## src/rtl/edge_detector_if.sv

```systemverilog
// Signal bundle for the edge detector: the monitored level, the edge-type
// mask and the two registered pulse outputs.
//
// Handshake semantics: there is no valid/ready pair here. The source
// presents a_i and edge_type_i as levels that are sampled on every rising
// clock edge. The detector answers with one-cycle pulses that carry no
// backpressure: a pulse that the consumer does not sample is lost.
interface edge_detector_if;
  logic       a_i;
  logic [1:0] edge_type_i;
  logic       rising_edge_o;
  logic       falling_edge_o;

  // Stimulus side: drives the level and the mask, observes the pulses.
  modport master (
    output a_i,
    output edge_type_i,
    input  rising_edge_o,
    input  falling_edge_o
  );

  // Detector side.
  modport slave (
    input  a_i,
    input  edge_type_i,
    output rising_edge_o,
    output falling_edge_o
  );
endinterface

```

## src/rtl/edge_detector.sv

```systemverilog
// Single-bit edge detector. An optional synchronizer chain is followed by a
// history flop. Registered rise/fall pulses are gated by a run-time mask.
// Latency from the first posedge that samples a new level to the pulse is
// SYNC_STAGES posedges. Each transition produces a pulse exactly one cycle
// wide.
module edge_detector #(
  parameter int SYNC_STAGES = 2  // 0..4; 0 treats a_i as already synchronous
) (
  input logic            clk,
  input logic            reset,
  edge_detector_if.slave bus
);

  logic s;      // synchronized view of a_i
  logic prev;   // s as seen on the previous posedge
  logic rise;
  logic fall;

  generate
    if (SYNC_STAGES == 0) begin : g_no_sync
      assign s = bus.a_i;
    end else begin : g_sync
      // Flop 0 is the only flop that samples the asynchronous a_i. With two
      // or more stages, the back end flow tags this chain as a synchronizer.
      logic [SYNC_STAGES-1:0] sync_q;

      // Shift a_i through the synchronizer chain; reset clears every stage.
      always_ff @(posedge clk or posedge reset) begin
        if (reset) begin
          sync_q <= '0;
        end else begin
          sync_q[0] <= bus.a_i;
          for (int i = 1; i < SYNC_STAGES; i++) begin
            sync_q[i] <= sync_q[i-1];
          end
        end
      end

      assign s = sync_q[SYNC_STAGES-1];
    end
  endgenerate

  // Track the previous synchronized level. It resets to 0, so an input held
  // high through reset release yields one rising pulse.
  always_ff @(posedge clk or posedge reset) begin
    if (reset) begin
      prev <= 1'b0;
    end else begin
      prev <= s;
    end
  end

  // Raw edge terms; they are mutually exclusive by construction.
  always_comb begin
    rise = s & ~prev;
    fall = ~s & prev;
  end

  // Register the masked pulses. The mask is sampled on this same edge, so a
  // masked edge is dropped and is not deferred.
  always_ff @(posedge clk or posedge reset) begin
    if (reset) begin
      bus.rising_edge_o  <= 1'b0;
      bus.falling_edge_o <= 1'b0;
    end else begin
      bus.rising_edge_o  <= rise & bus.edge_type_i[0];
      bus.falling_edge_o <= fall & bus.edge_type_i[1];
    end
  end

endmodule

```

## src/flat_wrapper.sv

```systemverilog
// flat-port wrapper written by rule: the top's interface ports become plain ports
module edge_detector_flat 
#(
  parameter int SYNC_STAGES = 2                                              
)
  (clk, reset, bus_a_i, bus_edge_type_i, bus_rising_edge_o, bus_falling_edge_o);
  edge_detector_if bus_i ();
  input logic clk;
  input logic reset;
  input wire logic [$bits(bus_i.a_i)-1:0] bus_a_i;
  input wire logic [$bits(bus_i.edge_type_i)-1:0] bus_edge_type_i;
  output wire logic [$bits(bus_i.rising_edge_o)-1:0] bus_rising_edge_o;
  output wire logic [$bits(bus_i.falling_edge_o)-1:0] bus_falling_edge_o;
  assign bus_i.a_i = bus_a_i;
  assign bus_i.edge_type_i = bus_edge_type_i;
  assign bus_rising_edge_o = bus_i.rising_edge_o;
  assign bus_falling_edge_o = bus_i.falling_edge_o;
  edge_detector #(.SYNC_STAGES(SYNC_STAGES)) u_core (.clk(clk), .reset(reset), .bus(bus_i));
endmodule
```

## config.mk

```make
export PLATFORM = sky130hd
export DESIGN_NAME = edge_detector_flat
export DESIGN_NICKNAME = d
export VERILOG_FILES = /design/src/rtl/edge_detector_if.sv /design/src/rtl/edge_detector.sv /design/src/flat_wrapper.sv
export SDC_FILE = /design/constraint.sdc
export NUM_CORES = 1
export LEC_CHECK = 0
export CORE_AREA = 10 10 47 49
export CTS_CLUSTER_DIAMETER = 200
export DETAILED_ROUTE_END_ITERATION = 8
export DIE_AREA = 0 0 57 59
export GPL_TIMING_DRIVEN = 0
export REMOVE_ABC_BUFFERS = 1
export SYNTH_ARGS = -nofsm -noshare
export SYNTH_HDL_FRONTEND = slang
export SYNTH_SLANG_ARGS = --single-unit
export TNS_END_PERCENT = 10
```

## constraint.sdc

```tcl
create_clock -name clk -period 0.8 [get_ports clk]
set_input_delay 0.16 -clock clk [delete_from_list [all_inputs] [get_ports clk]]
set_output_delay 0.16 -clock clk [all_outputs]
set_load 0.01 [all_outputs]
```

Word level (Yosys, flattened, before mapping)

Cells that the tools add are included.

Latch bits: 0
Memories: 0
Input port bits: 5
RAM bits: 0
Flip-flop bits (word level): 5
Output and inout port bits: 2
ROM bits: 0
Logic and storage cells: 10

Add/subtract/negate cells: 0
Shifts and indexed selects: 0
Divide/modulo/power cells: 0
Magnitude comparators: 0
Multiplexer cells: 0
Multiply operators: 0
Bitwise operators: 6
Reduce and logical (&&, ||, !) cells: 0
Equality and inequality tests: 0

Operator list:

| kind        | count |
|---|---|
| $and 1x1->1 | 4 |
| $not 1->1   | 2 |

Longest topological paths before layout

Depth after elaboration: 3
Depth in mapped cells: 1
Mapped depth without buffers: 1

Worst setup path after synthesis

Ideal clock, no wire load.

Kind: register to register
Start: reg u_core.g_sync.sync_q[1]
End: reg u_core.bus.rising_edge_o
Path slack: 0.162 ns
Arrival: 0.518 ns
Data required time: 0.680 ns
Period minus slack after synthesis: 0.638 ns
Stages on the path, launching flop included: 2
Library setup time: 0.120 ns
Path buffers: 0
Cell sequence: dfrtp_1 and3b_1

Longest elaborated chain between the ends: 2

Ends and longest elaborated chain:

| item                              | line                   | source |
|---|---|---|
| from (decl)                       | edge_detector.sv:25    | `logic [SYNC_STAGES-1:0] sync_q;` |
| from (signal, indexed assignment) | edge_detector.sv:34    | `sync_q[i] <= sync_q[i-1];` |
| $and 1x1->1                       | edge_detector.sv:55    | `rise = s & ~prev;` |
| $and 1x1->1                       | edge_detector.sv:66    | `bus.rising_edge_o <= rise & bus.edge_type_i[0];` |
| to (signal assigned)              | edge_detector.sv:66    |  |
| to (decl)                         | edge_detector_if.sv:26 | `output rising_edge_o,` |

Every way passes these cells.

Final worst setup path

Start: reg u_core.bus.rising_edge_o
End: out bus_rising_edge_o

RTL lines:

| item      | line               | source |
|---|---|---|
| to (decl) | flat_wrapper.sv:12 | `output wire logic [$bits(bus_i.rising_edge_o)-1:0] bus_rising_edge_o;` |

No word-level cell between the ends.

==> metrics.md <==
| Metric | Value |
|---|---|
| Total CTS buffers | 3 |
| Top Ports | 7 |
| Slew Viols, Final | 0 |
| Hold-fix buffers at CTS | 0 |
| Distinct cell type count after synthesis | 3 |
| CTS root buf | clkbuf_4 |
| Outcome | finished with violations |
| Critical Path Sink Type | output port |
| CTS tree | done |
| Placed cells | 30 |
| Design area | 243 um2 |
| Min-delay worst type | in -> async |
| WL final | 310 um |
| R2R setup slack | 0.13 ns |
| Largest net degree at the start of global routing | 6 |
| Cell area after synthesis | 146 um2 |
| Initial antenna violation count | 0 |
| Max-cap violations | 0 |
| Syn avg cell area | 18.3 um2 |
| Total power | 0.585 mW |
| Highest clock rate | 1130 MHz |
| CP Launch Type | register |
| Pwr dens | 2410 nW/um2 |
| Slew margin rel. | 87.8% |
| Post-synthesis async set-or-reset flop share | 100% |
| Top post-synthesis cells by area | dfrtp_1, and3b_1, inv_1 |
| Starting Density | 10.4% |
| Vias | 95 |
| Net Sw Frac | 18.6% |
| Largest area contributor in the netlist | dfrtp_1 |
| Final setup TNS | -0.163 ns |
| Setup WS post-layout | -0.0847 ns |
| Crit-path slowest cell | dfrtp_1 |
| Fin cells | 34 |
| Final Hold Slack | 0.120 ns |
| List of most frequent post-synthesis cells | dfrtp_1, and3b_1, inv_1 |
| Data required time at the worst endpoint | 0.64 ns |
| Skew final | 0.000761 ns |
| Unrepaired setup endpoints after global routing | true |
| Clk Latency, worst-skew pair | 0.23 ns |
| Mapped Cells | 8 |
| Vias per cell | 2.79 |
| Reg2Reg Launch Point | u_core.g_sync.sync_q[1] |
| CP delay by family, top | flip-flops |
| DP Area | 226 um2 |
| ANT nets after route | 0 |
| Die area | 3360 um2 |
| Final net count | 24 |
| First-pass GRT wire length | 524 um |
| Final hold vios | 0 |
| Crit Path Class | reg -> out |
| Slew @ Worst Pin | 0.182 ns |
| Register area share after synthesis | 85.5% |
| Fin crit share | 111% |
| Comb pwr share | 5.7% |
| Critical R2R Capture | u_core.bus.rising_edge_o |
| Number of I/O port buffers | 6 |
| Total GRT Usage | 2.52% |
| Worst path max stage delay | 0.35 ns |
| Post-place setup slack | -0.206 ns |
| Core area | 1400 um2 |
| Final Core Density | 17.3% |
| CP Buf/Inv Count | 1 |
| CP Cell Sequence | buf_2 |
| Fin crit period | 0.885 ns |
| Seq cells post-synth | 5 |
| Setup Fix Bufs, Post-CTS | 0 |
| First DRT Iteration DRCs | 0 |
| Crit path max fanout | 1 |
| Antenna cells | 0 |
| # clock sinks | 5 |
| TritonRoute pass-1 iters | 1 |
| DRC viols | 0 |
| Fill count | 165 |
| Clk pwr share | 48.2% |
| Vias in the first global route | 116 |
| Leak | 0.122 nW |
| Internal | 0.476 mW |
| NetSw | 0.109 mW |
| Gpl congestion | 0.591 |
| Count leader, synth | dfrtp_1 |
| EDFF count, synth | 0 |
| Failing checks | negative setup slack |
| Ys flop type | dfrtp_1 |
| CTS Buffer Depth | 2 |
| GR Overflow Total | 0 |
| Worst VDD drop | 0.390 mV |
| R2R depth | 1 |
| Die W | 57 um |
| Synth top area share | 85.5% |
| P&R area growth vs syn | 65.8% |
| Row count | 14 |
| Share of power burned in registers | 46.1% |
| Die height | 59 um |
| CTS clk-pin slew, worst paths | 0.04 ns |
| H-tree Lvls | 1 |
| Synth Warn # | 0 |
| Arr. time, crit path | 0.72 ns |
| Avg WL per Cell | 9.12 um |
| Endpoints failing setup | 2 |
| Layout cell share with drive strength beyond 1 | 27.8% |
-- metal layers --
layer	global-route usage [%]	share of wire (%)	up-vias
li1	-	-	44
met1	1.56	30	44
met2	2.64	46	5
met3	3.43	21	2
met4	4.03	1.9	0
met5	0	0	-
-- state kept, by name, indices dropped and copies added, names as in the netlist --
signal                     cells
u_core.g_sync.sync_q           2
u_core.bus.falling_edge_o      1
u_core.prev                    1
u_core.bus.rising_edge_o       1
-- layout make-up --
cell class                 count  area (um2)  share of cell area (%)
timing repair buffer           6        50.0                    20.6
inverter                       1        3.75                    1.55
clock buffer                   4        26.3                    10.8
tap                           16        20.0                    8.25
sequential                     5         125                    51.5
multi-input combinational      2        17.5                    7.22
-- kinds of logic after synthesis --
| group | share of synthesized area (%) |
|---|---|
| buf+inv | 2.56 |
| flops | 85.5 |
| simple gates | 12.0 |
-- power groups by stage --
stage                     logic (mW)  clock network, mW  registers [mW]
after detailed placement      0.0380                  0           0.274
after CTS                     0.0347              0.299           0.270
after floorplan              0.00765                  0           0.274
final                         0.0336              0.282           0.269
after global routing          0.0363              0.322           0.270
after global placement        0.0372                  0           0.272
-- placed cells by master, fill, tap and decap left out --
cell             netlist  routed
inv_1                  1       1
clkdlybuf4s50_1        0       4
and3b_1                2       2
clkbuf_1               0       1
buf_2                  0       2
clkbuf_4               0       3
dfrtp_1                5       5
-- how the worst max path moves through the flow --
stage / startpoint / to / slack, ns / cells after the start
finish: u_core.bus.rising_edge_o / bus_rising_edge_o / -0.08 / 1
global route: u_core.bus.rising_edge_o / bus_rising_edge_o / -0.12 / 1
global placement: u_core.bus.falling_edge_o / bus_falling_edge_o / -0.19 / 1
CTS: u_core.bus.rising_edge_o / bus_rising_edge_o / -0.10 / 1
detailed placement: u_core.bus.rising_edge_o / bus_rising_edge_o / -0.21 / 1
floorplan: u_core.g_sync.sync_q[1] / u_core.bus.rising_edge_o / 0.16 / 1
-- timing repair --
action | 4_1_cts | 5_1_grt
pin swaps | 0 | 0
setup endpoints to repair | 2 | 2
resized for setup | 8 | 0
No activity file was read; power rests on OpenSTA's default activity.
